File: src/rtl/agc_io_pkg.sv
// Shared types and constants for the AGC serial I/O bank.
package agc_io_pkg;
  localparam int AGC_WORD_W = 15;
  localparam int FRAME_BITS = AGC_WORD_W + 2;

  typedef enum logic [2:0] {RX_IDLE, RX_START, RX_DATA, RX_STOP, RX_BREAK} rx_state_t;
  typedef enum logic [1:0] {TX_IDLE, TX_START, TX_DATA, TX_STOP} tx_state_t;

  // Status/clear register sits right after the input and output word slots.
  function automatic int status_sel(input int num_in, input int num_out);
    return num_in + num_out;
  endfunction
endpackage

File: src/rtl/agc_serial_rx.sv
// One serial receiver: 2-flop synchroniser, mid-bit sampling FSM, word shifter.
module agc_serial_rx
  import agc_io_pkg::*;
#(
  parameter int WORD_W  = AGC_WORD_W,
  parameter int CLK_DIV = 4
) (
  input  logic              clock,
  input  logic              reset,
  input  logic              line,
  output logic [WORD_W-1:0] word,
  output logic              commit,
  output logic              error
);
  localparam int CW = $clog2(CLK_DIV);
  localparam int BW = $clog2(WORD_W);
  localparam logic [CW-1:0] LAST = CW'(CLK_DIV - 1);
  localparam logic [CW-1:0] HALF = CW'(CLK_DIV / 2 - 1);

  rx_state_t         st;
  logic [1:0]        sync;
  logic [CW-1:0]     cnt;
  logic [BW-1:0]     bits;
  logic [WORD_W-1:0] shreg;
  logic              ln, tick;

  assign ln   = sync[1];
  assign tick = cnt == LAST;

  always_ff @(posedge clock) begin
    if (reset) begin
      st    <= RX_IDLE;
      sync  <= 2'b11;
      cnt   <= '0;
      bits  <= '0;
      shreg <= '0;
    end else begin
      sync <= {sync[0], line};
      case (st)
        RX_IDLE: begin
          cnt <= '0;
          if (!ln) st <= RX_START;
        end
        // Half-bit wait lands every later sample in the middle of its bit.
        RX_START: begin
          cnt <= cnt + 1'b1;
          if (cnt == HALF) begin
            cnt  <= '0;
            bits <= '0;
            st   <= ln ? RX_IDLE : RX_DATA;
          end
        end
        RX_DATA: begin
          cnt <= tick ? '0 : cnt + 1'b1;
          if (tick) begin
            shreg <= {ln, shreg[WORD_W-1:1]};
            bits  <= bits + 1'b1;
            if (bits == BW'(WORD_W - 1)) st <= RX_STOP;
          end
        end
        RX_STOP: begin
          cnt <= tick ? '0 : cnt + 1'b1;
          if (tick) st <= ln ? RX_IDLE : RX_BREAK;
        end
        RX_BREAK: if (ln) st <= RX_IDLE;
        default:  st <= RX_IDLE;
      endcase
    end
  end

  assign word   = shreg;
  assign commit = (st == RX_STOP) && tick && ln;
  assign error  = (st == RX_STOP) && tick && !ln;
endmodule

File: src/rtl/agc_serial_io_bank.sv
// Bank of serial receivers/transmitters behind the core's select/read/write port.
module agc_serial_io_bank
  import agc_io_pkg::*;
#(
  parameter int WORD_W  = AGC_WORD_W,
  parameter int NUM_IN  = 6,
  parameter int NUM_OUT = 4,
  parameter int SEL_W   = 5,
  parameter int CLK_DIV = 4
) (
  input  logic               clock,
  input  logic               reset,
  input  logic [SEL_W-1:0]   sel_read,
  output logic [WORD_W-1:0]  data_read,
  input  logic [SEL_W-1:0]   sel_write,
  input  logic               en_write,
  input  logic [WORD_W-1:0]  data_write,
  input  logic [NUM_IN-1:0]  ser_in,
  output logic [NUM_OUT-1:0] ser_out,
  output logic [NUM_IN-1:0]  rx_err,
  output logic [NUM_OUT-1:0] tx_busy
);
  localparam int STAT = status_sel(NUM_IN, NUM_OUT);
  localparam int CW   = $clog2(CLK_DIV);
  localparam int BW   = $clog2(WORD_W);
  localparam logic [CW-1:0] LAST = CW'(CLK_DIV - 1);

  logic [NUM_IN-1:0][WORD_W-1:0]  in_word, rx_word;
  logic [NUM_OUT-1:0][WORD_W-1:0] out_word;
  logic [NUM_IN-1:0]              rx_commit, rx_error, fresh;
  logic                           status_wr;

  assign status_wr = en_write && (sel_write == SEL_W'(STAT));

  for (genvar i = 0; i < NUM_IN; i++) begin : g_rx
    agc_serial_rx #(.WORD_W(WORD_W), .CLK_DIV(CLK_DIV)) u_rx (
      .clock  (clock),
      .reset  (reset),
      .line   (ser_in[i]),
      .word   (rx_word[i]),
      .commit (rx_commit[i]),
      .error  (rx_error[i])
    );
  end

  // A commit beats a read-clear, and a new error beats a status clear.
  always_ff @(posedge clock) begin
    if (reset) begin
      in_word <= '0;
      fresh   <= '0;
      rx_err  <= '0;
    end else begin
      for (int i = 0; i < NUM_IN; i++) begin
        if (rx_commit[i]) begin
          in_word[i] <= rx_word[i];
          fresh[i]   <= 1'b1;
        end else if (sel_read == SEL_W'(i)) begin
          fresh[i] <= 1'b0;
        end
        if (rx_error[i])                       rx_err[i] <= 1'b1;
        else if (status_wr && data_write[i])   rx_err[i] <= 1'b0;
      end
    end
  end

  always_comb begin
    data_read = '0;
    for (int i = 0; i < NUM_IN; i++)
      if (sel_read == SEL_W'(i)) data_read = in_word[i];
    for (int j = 0; j < NUM_OUT; j++)
      if (sel_read == SEL_W'(NUM_IN + j)) data_read = out_word[j];
    if (sel_read == SEL_W'(STAT)) data_read = WORD_W'(fresh);
  end

  for (genvar j = 0; j < NUM_OUT; j++) begin : g_tx
    tx_state_t         st;
    logic [CW-1:0]     cnt;
    logic [BW-1:0]     bits;
    logic [WORD_W-1:0] shreg, pend, word;
    logic              pend_vld, line, wr, tick;

    assign wr   = en_write && (sel_write == SEL_W'(NUM_IN + j));
    assign tick = cnt == LAST;

    always_ff @(posedge clock) begin
      if (reset) begin
        st       <= TX_IDLE;
        cnt      <= '0;
        bits     <= '0;
        shreg    <= '0;
        pend     <= '0;
        pend_vld <= 1'b0;
        word     <= '0;
        line     <= 1'b1;
      end else begin
        if (wr) word <= data_write;
        cnt <= (st == TX_IDLE || tick) ? '0 : cnt + 1'b1;
        case (st)
          TX_IDLE: if (wr) begin
            st    <= TX_START;
            line  <= 1'b0;
            shreg <= data_write;
          end
          TX_START: if (tick) begin
            st    <= TX_DATA;
            line  <= shreg[0];
            shreg <= shreg >> 1;
            bits  <= '0;
          end
          TX_DATA: if (tick) begin
            if (bits == BW'(WORD_W - 1)) begin
              st   <= TX_STOP;
              line <= 1'b1;
            end else begin
              line  <= shreg[0];
              shreg <= shreg >> 1;
              bits  <= bits + 1'b1;
            end
          end
          TX_STOP: if (tick) begin
            if (pend_vld) begin
              st       <= TX_START;
              line     <= 1'b0;
              shreg    <= pend;
              pend_vld <= 1'b0;
            end else if (wr) begin
              st    <= TX_START;
              line  <= 1'b0;
              shreg <= data_write;
            end else begin
              st <= TX_IDLE;
            end
          end
          default: st <= TX_IDLE;
        endcase
        // Busy writes park here; placed last so a write on the cycle the
        // pending word is launched re-arms the pending slot.
        if (wr && st != TX_IDLE && !(st == TX_STOP && tick && !pend_vld)) begin
          pend     <= data_write;
          pend_vld <= 1'b1;
        end
      end
    end

    assign out_word[j] = word;
    assign ser_out[j]  = line;
    assign tx_busy[j]  = (st != TX_IDLE) || pend_vld;
  end
endmodule
File: config.mk
export PLATFORM = sky130hd
export DESIGN_NAME = agc_serial_io_bank
export DESIGN_NICKNAME = d
export VERILOG_FILES = /design/src/rtl/agc_io_pkg.sv /design/src/rtl/agc_serial_rx.sv /design/src/rtl/agc_serial_io_bank.sv
export SDC_FILE = /design/constraint.sdc
export NUM_CORES = 1
export LEC_CHECK = 0
export CAP_MARGIN = 20
export CORE_MARGIN = 3
export CORE_UTILIZATION = 60
export DETAILED_ROUTE_END_ITERATION = 8
export PLACE_DENSITY = 0.78
export SETUP_SLACK_MARGIN = 0.4
export SYNTH_ARGS = -nofsm -noshare
export SYNTH_HDL_FRONTEND = slang
export SYNTH_SLANG_ARGS = --single-unit
File: constraint.sdc
create_clock -name clock -period 3.35 [get_ports clock]
set_input_delay 0.335 -clock clock [delete_from_list [all_inputs] [get_ports clock]]
set_output_delay 0.335 -clock clock [all_outputs]
set_load 0.05 [all_outputs]
; Word-level counts from Yosys, hierarchy flattened
; Cells that the tools add are included.
; Widths: inputs -> output; s select.
[classes]
addsub = 20
n_eq_ne = 137
mux = 241
reduce_logical = 166
[ops]
columns = cell, count
row1 = $mux 15, 35
row2 = $pmux 15 s4, 4
row3 = $mux 3, 42
row4 = $mux 4, 24
row5 = $pmux 3 s5, 6
row6 = $pmux 4 s2, 10
row7 = $mux 2, 38
row8 = $mux 1, 68
row9 = $reduce_bool 2->1, 34
row10 = $ne 2x1->1 const B, 30
row11 = $ne 2x2->1 const B, 30
row12 = $logic_and 1x1->1, 45
row13 = $add 4x1->4 const B, 10
row14 = $eq 4x4->1 const B, 10
row15 = $eq 2x2->1 const B, 18
row16 = $eq 3x2->1 const B, 12
row17 = $pmux 2 s3, 6
row18 = $reduce_and 6->1, 6
row19 = $pmux 2 s4, 4
row20 = $reduce_and 4->1, 8
row21 = $eq 5x3->1 const B, 6
row22 = $eq 5x4->1 const B, 6
row23 = $reduce_and 3->1, 10
row24 = $add 2x1->2 const B, 10
row25 = other kinds (15), 92
[word_totals]
regBits = 478
inputBits = 34
output_inout_bits = 29
wordCells = 644

; Longest topological paths before layout
; Gate-level depths: netlist (run 1).
[logic_depth]
depth_word = 12
depth_mapped = 8

; Hierarchy
; From an unflattened synthesis (run 1), not the netlist that was laid out.
[unflattened]
hier_cells = 2521
hier_area_um2 = 21689.6
[modules_own_cells]
columns = mod, n_inst, cells_per_inst, area_each_um2
row1 = agc_serial_io_bank, 1, 1711, 14805.4
row2 = agc_serial_rx, 6, 135, 1147.4

; Worst setup path before layout (run 1)
; OpenSTA, ideal clock, no wires.
[synth_timing]
path_type = input -> output
startpoint = input sel_read[4]
endpoint = output data_read[14]
arrival_ns = 2.714
t_required_ns = 3.015
setup_slack_ns = 0.301
path_stages = 6
n_path_buf = 1
cell_sequence = buf_2 > or4_4 > nor2_1 > a2bb2oi_1 > o22a_1 > a211oi_1
[synth_via]
elab_chain_len = 12
elab_cells_between_ends = 22
cone_classes = eq/ne (10) / mux (11) / reduce/logical (1)
[synth_rtl]
columns = element, line_no
row1 = start: declaration, agc_serial_io_bank.sv:13  ; input logic [SEL_W-1:0] sel_read,
row2 = $logic_not 5->1, agc_serial_io_bank.sv:69  ; if (sel_read == SEL_W'(i)) data_read = in_word[i];
row3 = $mux 15 (6 in series), agc_serial_io_bank.sv:69
row4 = $mux 15 (4 in series), agc_serial_io_bank.sv:71  ; if (sel_read == SEL_W'(NUM_IN + j)) data_read = out_word[j];
row5 = $mux 15 *, agc_serial_io_bank.sv:72  ; if (sel_read == SEL_W'(STAT)) data_read = WORD_W'(fresh);
row6 = end: declaration, agc_serial_io_bank.sv:14  ; output logic [WORD_W-1:0] data_read,
; Mark *: on every way between the ends. The rest lies on a longest branch, timed or not.

; Final worst setup path (run 1)
[layout_timing]
startpoint = input sel_read[1]
endpoint = output data_read[3]
; The elaborated chain is that of the path after synthesis.

==> results of run 1 <==
==> Yosys cell counts, types with 7 or more instances <==
master     number  area (um^2)
a21oi_1       397         1987
inv_1          59        221.5
o22ai_1        21        131.4
nand3_1        52        260.3
nand4_1        11        68.82
buf_1           8        30.03
nor2b_1        18        112.6
xor2_1         20        175.2
nand2_1       549         2061
nor3_1         35        175.2
o21a_1          7        52.55
nor3b_1         7        52.55
and3_1          8        50.05
dfxtp_1       478         9569
o2bb2ai_1      43        376.6
o31ai_1         7        52.55
nand3b_1       13        97.59
mux2i_1        77        770.7
o221ai_1       19        166.4
or2_2          16        100.1
nor2_1        204        765.7
o211a_1        20        200.2
clkbuf_1      166        623.1
a211oi_1       19        142.6
a21boi_0        7        52.55
nand2b_1       22        137.6
o21ai_0        73        365.4
or3_1          11        68.82
a22oi_1        56        420.4
ha_1           58        725.7
a22o_1          7        61.31
nor4b_1         8        70.07
and2_1          9        56.30
a2111oi_0       8        70.07
buf_2          16        80.08
buf_4          12        90.09
==> routing by layer <==
metal	wire length (um)	share of wire, %
met3	4395	7.5
met1	24710	42
met5	0	0
met2	27350	47
met4	2214	3.8
==> cell type report <==
class	count	area [um^2]	area share, %
multi-input combinational	1912	10980	45.53
sequential	478	9569	39.67
inverter	60	225.2	0.9337
tap	455	569.3	2.360
timing repair buffer	121	1244	5.156
antenna	1	2.502	0.01037
clock inverter	16	123.9	0.5135
clock buffer	70	1406	5.830
==> repair_timing <==
action	in CTS	in global routing
endpoints found under the hold margin	3	0
pin swaps	2	2
hold buffers	1	0
buffers inserted	0	2
gates resized for setup	4	18
setup endpoints to repair	15	16
==> stage by stage <==
stage               total power [mW]  instances  utilization, %
detailed placement             7.715       3022           64.29
CTS                            12.91       3109           68.74
finish                         12.87       3113           68.98
global placement               7.663       3022           64.29
floorplan                      7.226       2656               -
global route                   13.31       3112           68.97
==> power by group through the flow <==
stage                     Combinational [mW]  Sequential [mW]  Clock (mW)
after floorplan                         1.24             5.98           0
after global placement                  1.66             6.01           0
after detailed placement                1.70             6.02           0
after CTS                               1.72             5.89        5.31
after global routing                    1.90             5.90        5.51
final                                   1.75             5.89        5.23
==> cells by family (layout without fill, tap and decap cells) <==
kind of cell    Yosys count  count (layout)  share of synthesized area [%]
simple gates            987             987                          19.97
compound gates          757             757                          22.07
flops                   478             478                          44.37
buf+inv                 266             267                          5.070
mux                      85              85                          4.148
fa+ha+maj                58              58                          3.365
xor+xnor                 25              25                          1.015
other cells               0               1                              0
==> registers in the layout, summed over array words and instances (netlist names), 8 cells and up <==
register and cells:
g_rx.u_rx.cnt 12, g_tx.bits 16, g_rx.u_rx.sync 12, in_word 90
g_rx.u_rx.word 90, g_tx.st 8, g_rx.u_rx.bits 24, g_tx.cnt 8
g_tx.word 60, g_rx.u_rx.st 18, g_tx.shreg 60, g_tx.pend 60
==> final timing paths <==
path,startpoint,to
worst min register to register,g_rx[1].u_rx.sync[0]$_SDFF_PP1_,g_rx[1].u_rx.sync[1]$_SDFF_PP1_
worst min-delay path,ser_in[3],g_rx[3].u_rx.sync[0]$_SDFF_PP1_
worst max-delay path,sel_read[1],data_read[3]
worst max register to register,g_tx[0].st[0]$_SDFFE_PP0P_,g_tx[0].shreg[3]$_SDFFE_PP0P_
==> flow_summary.json, run 1 <==
{
  "status": "finished clean",
  "crit_type": "in2out",
  "antenna_found_initial": 0,
  "nets": 2713,
  "finalSetupTns_ns": 0,
  "intPower_mw": 9.331,
  "cts_buffers": 48,
  "grt-ovfl-total": 0,
  "crit_path_cell_trace": "clkdlybuf4s50_1 -> or4_4 -> o32ai_1 -> o311a_1 -> nor3_1 -> o21ai_0 -> buf_4 -> buf_12",
  "dieWidth_um": 195.6,
  "clock-sinks": 478,
  "finalClockSkew_ns": 0.01963,
  "dieArea_mm2": 0.03826,
  "busiest_layer": "met2",
  "core_mm2": 0.03497,
  "cpLargestDelayFamily": "compound AO/OA/AOI/OAI gates",
  "fill_cells": 2824,
  "synth_nets": 2748,
  "rrSetupSlack_ns": 0.90,
  "yosys_warnings": 0,
  "port_buffers": 62,
  "detail-route-antenna-nets": 0,
  "tightest_slew_ns": 1.015,
  "setup_slack_ns": 0.4258,
  "grt_pass1_vias": 17690,
  "syn2layout_area_growth_pct": 11.84,
  "clockRootBuffer": "clkbuf_16",
  "hold_depth": 2,
  "async_flop_share_pct": 0,
  "synth_cell_type_count": 81,
  "max_slew_margin_pct": 31.99,
  "period_share_pct": 87.29,
  "ys_seq_area_share_pct": 44.37,
  "final_cell_mix": "549 x nand2_1, 478 x dfxtp_1, 397 x a21oi_1, 201 x nor2_1, 77 x mux2i_1",
  "place_ws_ns": 0.3385,
  "viasPerCell": 6.161,
  "path_max_fanout": 5,
  "grt_setup_unrepaired": "false",
  "dr.pass1.iters": 6,
  "cp-start-kind": "input port",
  "routedWlPerCell_um": 18.85,
  "die_y_um": 195.6,
  "cts.htree.levels": 2,
  "r2r_cells": 7,
  "power_leakage_nw": 8.441,
  "share_comb_of_total_power_pct": 13.6,
  "drc": 0,
  "hold_class": "in2reg",
  "period_needed_ns": 2.924,
  "routed_wl_mm": 58.67,
  "hold_viol": 0,
  "power_density_mw_per_mm2": 533.5,
  "switching_share_pct": 27.49,
  "clkTransAtPathRegs_ns": 0.07,
  "slew_viol_final": 0,
  "gp_congestion": 0.9739,
  "drtIter0Drc": 1576,
  "synth_edf_count": 0,
  "max_freq_ghz": 0.3420,
  "synth_seq_cells": 478,
  "synthCells": 2656,
  "cpPeakStageDelay_ns": 0.58,
  "crit_buf_inv": 3,
  "cp.arrival_ns": 2.59,
  "clockPowerShare_pct": 40.6,
  "rows": 68,
  "clk_path_buf_depth": 3,
  "ys_dominant_reg_cell": "dfxtp_1",
  "num_vias": 19180,
  "met1_usage_pct": 40.51,
  "final_common_cell": "nand2_1",
  "required_ns": 3.01,
  "gr-usage-met3_pct": 3.744,
  "fin_area_mm2": 0.02412,
  "start_util_pct": 61.68,
  "slowest_stage": "or4_4",
  "p_sw_mw": 3.538,
  "whs_ns": 0.3136,
  "dp_hpwl_mm": 39.21,
  "setup_viol": 0,
  "netlist_area_mm2": 0.02157,
  "path_depth": 8,
  "dpl_cell_area_mm2": 0.02248,
  "grt_pass1_wl_mm": 93.87,
  "peakVddDrop_mv": 0.6054,
  "met2_usage_pct": 48.09,
  "end_kind": "primary output",
  "clk_latency_ns": 0.57,
  "grt_usage_pct": 29.60,
  "power_frac_seq_pct": 45.8,
  "grt_max_degree": 160,
  "maxCapViolations": 0,
  "drive_above_1_share_pct": 7.753,
  "cts_tree": "done",
  "ios": 63,
  "avgSynthCellArea_um2": 8.121
}
Note: power is estimated with default switching activity, not from simulation.
==> run 2, diff against run 1 <==
CORE_MARGIN = 2   (was 3)
REMOVE_ABC_BUFFERS = 1   (was not set)
==> flow_summary.json, run 2 (synthesis results as in run 1) <==
{
  "status": "finished clean",
  "hold_depth": 2,
  "detail-route-antenna-nets": 0,
  "whs_ns": 0.3199,
  "slowest_stage": "clkdlybuf4s50_1",
  "fill_cells": 2858,
  "hold_viol": 0,
  "rrSetupSlack_ns": 0.89,
  "ios": 63,
  "core_mm2": 0.03548,
  "clock-sinks": 478,
  "final_cell_mix": "549 x nand2_1, 478 x dfxtp_1, 396 x a21oi_1, 203 x nor2_1, 77 x mux2i_1",
  "end_kind": "primary output",
  "drive_above_1_share_pct": 7.530,
  "dr.pass1.iters": 5,
  "period_share_pct": 85.64,
  "num_antenna_cells": 0,
  "maxCapViolations": 0,
  "rows": 69,
  "syn2layout_area_growth_pct": 12.12,
  "grt-ovfl-total": 0,
  "cpPeakStageDelay_ns": 0.45,
  "dieArea_mm2": 0.03748,
  "cpMostUsedCell": "buf_12",
  "required_ns": 3.01,
  "dp_hpwl_mm": 37.76,
  "path_depth": 8,
  "num_vias": 19160,
  "hold_end": "g_rx[4].u_rx.sync[0]$_SDFF_PP1_",
  "grt_usage_pct": 29.85,
  "nets": 2718,
  "cp-startpoint": "sel_read[2]",
  "grt_setup_unrepaired": "true",
  "die_y_um": 193.6,
  "path_max_fanout": 31,
  "finalClockSkew_ns": 0.01967,
  "grt_pass1_vias": 17950,
  "clk_path_buf_depth": 3,
  "clockRootBuffer": "clkbuf_16",
  "power_density_mw_per_mm2": 537.0,
  "viasPerCell": 6.146,
  "crit_buf_inv": 3,
  "power_leakage_nw": 8.476,
  "final_common_cell": "nand2_1",
  "drtIter0Drc": 1793,
  "r2r_cells": 7,
  "setup_viol": 0,
  "port_buffers": 62,
  "fin_util_pct": 68.15,
  "power_mw": 12.99,
  "gp_congestion": 0.9967,
  "cpLargestDelayFamily": "buffers and inverters",
  "crit_path_cell_trace": "clkdlybuf4s50_1 -> buf_12 -> nand2b_1 -> nor2_1 -> o21a_1 -> a221oi_1 -> a21oi_1 -> buf_12",
  "r2r-end": "g_tx[3].shreg[6]$_SDFFE_PP0P_",
  "hold_class": "in2reg",
  "cp-start-kind": "input port",
  "routed_wl_mm": 57.25,
  "max_slew_margin_pct": 26.71,
  "clkTransAtPathRegs_ns": 0.06,
  "start_util_pct": 60.78,
  "crit_type": "in2out",
  "grt_pass1_wl_mm": 92.81,
  "tightest_slew_ns": 1.096,
  "slew_viol_final": 0,
  "cp.arrival_ns": 2.53,
  "grt_max_degree": 230,
  "antenna_found_initial": 0,
  "drc": 0,
  "dieWidth_um": 193.6,
  "peakVddDrop_mv": 0.5675,
  "finalSetupTns_ns": 0,
  "holdCritStartpoint": "ser_in[4]",
  "cts_buffers": 49,
  "routedWlPerCell_um": 18.37,
  "clk_latency_ns": 0.58,
  "period_needed_ns": 2.869,
  "largestRegisters": "g_rx.u_rx.word: 90 flops, in_word: 90 flops",
  "cts_tree": "done",
  "cts.htree.levels": 2,
  "max_freq_ghz": 0.3485,
  "r2r_start": "g_tx[3].st[0]$_SDFFE_PP0P_"
}
## run 2: cell type report
| cell class | count | area, um^2 | share of cell area (%) |
|---|---|---|---|
| flip-flops and latches | 478 | 9569 | 39.57 |
| multi-input cells | 1912 | 10970 | 45.36 |
| clock buffers | 69 | 1401 | 5.795 |
| well taps | 461 | 576.8 | 2.385 |
| inverters | 60 | 225.2 | 0.9313 |
| clock inverters | 12 | 150.1 | 0.6209 |
| repair buffers | 125 | 1290 | 5.335 |
## run 2: timing repair
item | CTS | global route
endpoints found under the setup margin | 12 | 9
setup buffers | 0 | 1
endpoints found under the hold margin | 1 | 0
hold buffers | 1 | 0
pin swaps | 1 | 2
gates resized for setup | 13 | 7
## run 2: worst reg2reg max path: cells and delay by family (launching register included)
| family | cells | cell delay (ns) |
|---|---|---|
| adder cells (fa/ha/maj) | 1 | 0.28 |
| flip-flops | 1 | 0.38 |
| buffers and inverters | 1 | 0.11 |
| AO/OA/AOI/OAI | 3 | 0.86 |
| AND/OR/NAND/NOR | 2 | 0.72 |
## run 2: worst max path at each step
stage | to | slack, ns
6_report | data_read[8] | 0.48
2_1_floorplan | data_read[0] | 0.39
5_1_grt | data_read[1] | 0.39
4_1_cts | data_read[1] | 0.37
3_3_place_gp | data_read[2] | 0.21
3_5_place_dp | data_read[1] | 0.17
## run 2: per-stage QoR
step	std cells	cell area (um^2)	setup WS, ns
after floorplan	2450	20700	0.3936
after global placement	3032	22530	0.2111
after detailed placement	3032	22530	0.1724
after CTS	3114	24130	0.3663
after global routing	3117	24180	0.3924
final	3117	24180	0.4809
## run 2: per-layer routing
layer / vias to the layer above / wire, um / part of all wire, % / track usage [%]
met5: - / 0 / 0 / 0
met1: 9173 / 24930 / 44 / 40.46
met2: 673 / 26570 / 46 / 48.41
met3: 117 / 3847 / 6.7 / 4.167
li1: 9194 / - / - / -
met4: 0 / 1896 / 3.3 / 11.59
## run 2: power breakdown
| group | internal [mW] | switching (mW) |
|---|---|---|
| logic | 0.551 | 1.21 |
| clock network | 3.13 | 2.21 |
| registers | 5.80 | 0.0955 |
| total | 9.47 | 3.51 |
==> run 3, diff against run 2 <==
CTS_CLUSTER_DIAMETER = 150   (was not set)
CTS_CLUSTER_SIZE = 8   (was not set)
==> flow_summary.json, run 3 (synthesis results as in run 1) <==
{
  "clk_path_buf_depth": 3,
  "dieArea_mm2": 0.03748,
  "finalSetupTns_ns": 0,
  "grt_usage_pct": 30.44,
  "tightest_slew_ns": 1.094,
  "power_leakage_nw": 8.623,
  "final_common_cell": "nand2_1",
  "maxCapViolations": 0,
  "period_needed_ns": 2.894,
  "die_y_um": 193.6,
  "max_slew_margin_pct": 26.85,
  "routedWlPerCell_um": 18.71,
  "drive_above_1_share_pct": 7.805,
  "period_share_pct": 86.39,
  "slew_viol_final": 0,
  "grt_max_degree": 230,
  "viasPerCell": 6.195,
  "cp-startpoint": "sel_read[2]",
  "rrSetupSlack_ns": 0.86,
  "clock-sinks": 478,
  "setup_viol": 0,
  "dieWidth_um": 193.6,
  "final_cell_mix": "549 x nand2_1, 478 x dfxtp_1, 395 x a21oi_1, 203 x nor2_1, 77 x mux2i_1",
  "clockPowerShare_pct": 44.5,
  "grt_pass1_wl_mm": 94.22,
  "num_vias": 19290,
  "routed_wl_mm": 58.24,
  "cts_tree": "done",
  "hold_class": "in2reg",
  "grt_pass1_vias": 18290,
  "r2r-end": "g_tx[0].shreg[2]$_SDFFE_PP0P_",
  "power_density_mw_per_mm2": 564.4,
  "hold_viol": 0,
  "cp-start-kind": "input port",
  "dr.pass1.iters": 5,
  "syn2layout_area_growth_pct": 13.58,
  "stdcell_count": 3113,
  "fill_cells": 2809,
  "ff_latch_area_mm2": 0.009569,
  "r2r_cells": 8,
  "cts.htree.levels": 3,
  "nets": 2738,
  "drc": 0,
  "place_inst": 3032,
  "detail-route-antenna-nets": 0,
  "share_comb_of_total_power_pct": 12.7,
  "switching_share_pct": 27.03,
  "gp_congestion": 0.9967,
  "port_buffers": 62,
  "num_antenna_cells": 0,
  "crit_type": "in2out",
  "max_freq_ghz": 0.3455,
  "core_mm2": 0.03548,
  "dp_hpwl_mm": 37.76,
  "r2r_start": "g_tx[0].st[0]$_SDFFE_PP0P_",
  "grt-ovfl-total": 0,
  "grt_setup_unrepaired": "true",
  "intPower_mw": 10.09,
  "p_sw_mw": 3.738,
  "power_frac_seq_pct": 42.7,
  "peakVddDrop_mv": 0.4279,
  "clkTransAtPathRegs_ns": 0.04,
  "antenna_found_initial": 0,
  "path_max_fanout": 31,
  "end_kind": "primary output",
  "clockRootBuffer": "clkbuf_16",
  "status": "finished clean",
  "ios": 63,
  "cts_buffers": 69,
  "rows": 69,
  "multiInputGateArea_mm2": 0.01097,
  "finalClockSkew_ns": 0.02288,
  "cp.arrival_ns": 2.56,
  "clk_latency_ns": 0.60,
  "required_ns": 3.01,
  "start_util_pct": 60.78,
  "drtIter0Drc": 1895,
  "largestRegisters": "g_rx.u_rx.word: 90 flops, in_word: 90 flops",
  "critical_path.endpoint": "data_read[8]"
}
[run 3: cell count changes in the layout (fill, tap and decap cells not counted), sizes merged]
| cell | before | now |
|---|---|---|
| bufinv | 3 | 0 |
| clkbuf | 69 | 71 |
| clkinv | 7 | 4 |
[run 3: repair_timing]
action / in CTS / in global routing
hold buffers: 1 / 0
pin swaps: 1 / 1
setup buffers: 0 / 1
gates cloned: 0 / 0
setup endpoints to repair: 12 / 10
resized for setup: 13 / 7
endpoints found under the hold margin: 1 / 0
[run 3: power by group through the flow]
stage / sequential [mW] / clock [mW] / combinational [mW]
detailed placement: 6.02 / 0 / 1.70
finish: 5.91 / 6.16 / 1.76
CTS: 5.91 / 6.22 / 1.72
global placement: 6.01 / 0 / 1.65
global route: 5.92 / 6.46 / 1.89
floorplan: 6.05 / 0 / 0.987
[run 3: worst max-delay path: stages]
cell and delay, ns:
clkdlybuf4s50_1 0.45, buf_12 0.18, nand2b_1 0.18, nor2_1 0.36
o21a_1 0.31, a221oi_1 0.08, a21oi_1 0.44, buf_12 0.21
[run 3: layer usage]
metal / track usage, % / wire, um / part of all wire (%) / vias to the layer above
li1: - / - / - / 9192
met1: 40.68 / 25080 / 43 / 9273
met2: 49.58 / 27470 / 47 / 702
met3: 5.160 / 3948 / 6.8 / 119
met4: 11.37 / 1743 / 3.0 / 0
met5: 0 / 0 / 0 / -
[run 3: final cells by class]
type / count / share of cell area, %
Tap cell: 461 / 2.355
Sequential cell: 478 / 39.06
Timing Repair Buffer: 125 / 5.266
Clock buffer: 71 / 7.207
Inverter: 60 / 0.9194
Clock inverter: 6 / 0.3984
Multi-Input combinational cell: 1912 / 44.79
[run 3: through the flow]
step	power [mW]	setup slack (ns)	hold slack [ns]	cell area [um^2]	utilization [%]
floorplan	7.039	0.3936	0.3895	20700	-
detailed placement	7.721	0.1724	0.3971	22530	63.49
global route	14.26	0.3924	0.3165	24500	69.04
global placement	7.659	0.2111	0.3931	22530	63.49
finish	13.83	0.4559	0.3138	24500	69.04
CTS	13.85	0.3663	0.2911	24450	68.90
[run 3: worst min-delay path by stage]
| stage | startpoint | endpoint | depth (start not counted) |
|---|---|---|---|
| floorplan | g_rx[0].u_rx.sync[0]$_SDFF_PP1_ | g_rx[0].u_rx.sync[1]$_SDFF_PP1_ | 1 |
| global placement | g_rx[4].u_rx.sync[0]$_SDFF_PP1_ | g_rx[4].u_rx.sync[1]$_SDFF_PP1_ | 1 |
| detailed placement | g_rx[1].u_rx.sync[0]$_SDFF_PP1_ | g_rx[1].u_rx.sync[1]$_SDFF_PP1_ | 1 |
| CTS | ser_in[3] | g_rx[3].u_rx.sync[0]$_SDFF_PP1_ | 2 |
| global route | ser_in[2] | g_rx[2].u_rx.sync[0]$_SDFF_PP1_ | 2 |
| finish | ser_in[3] | g_rx[3].u_rx.sync[0]$_SDFF_PP1_ | 2 |
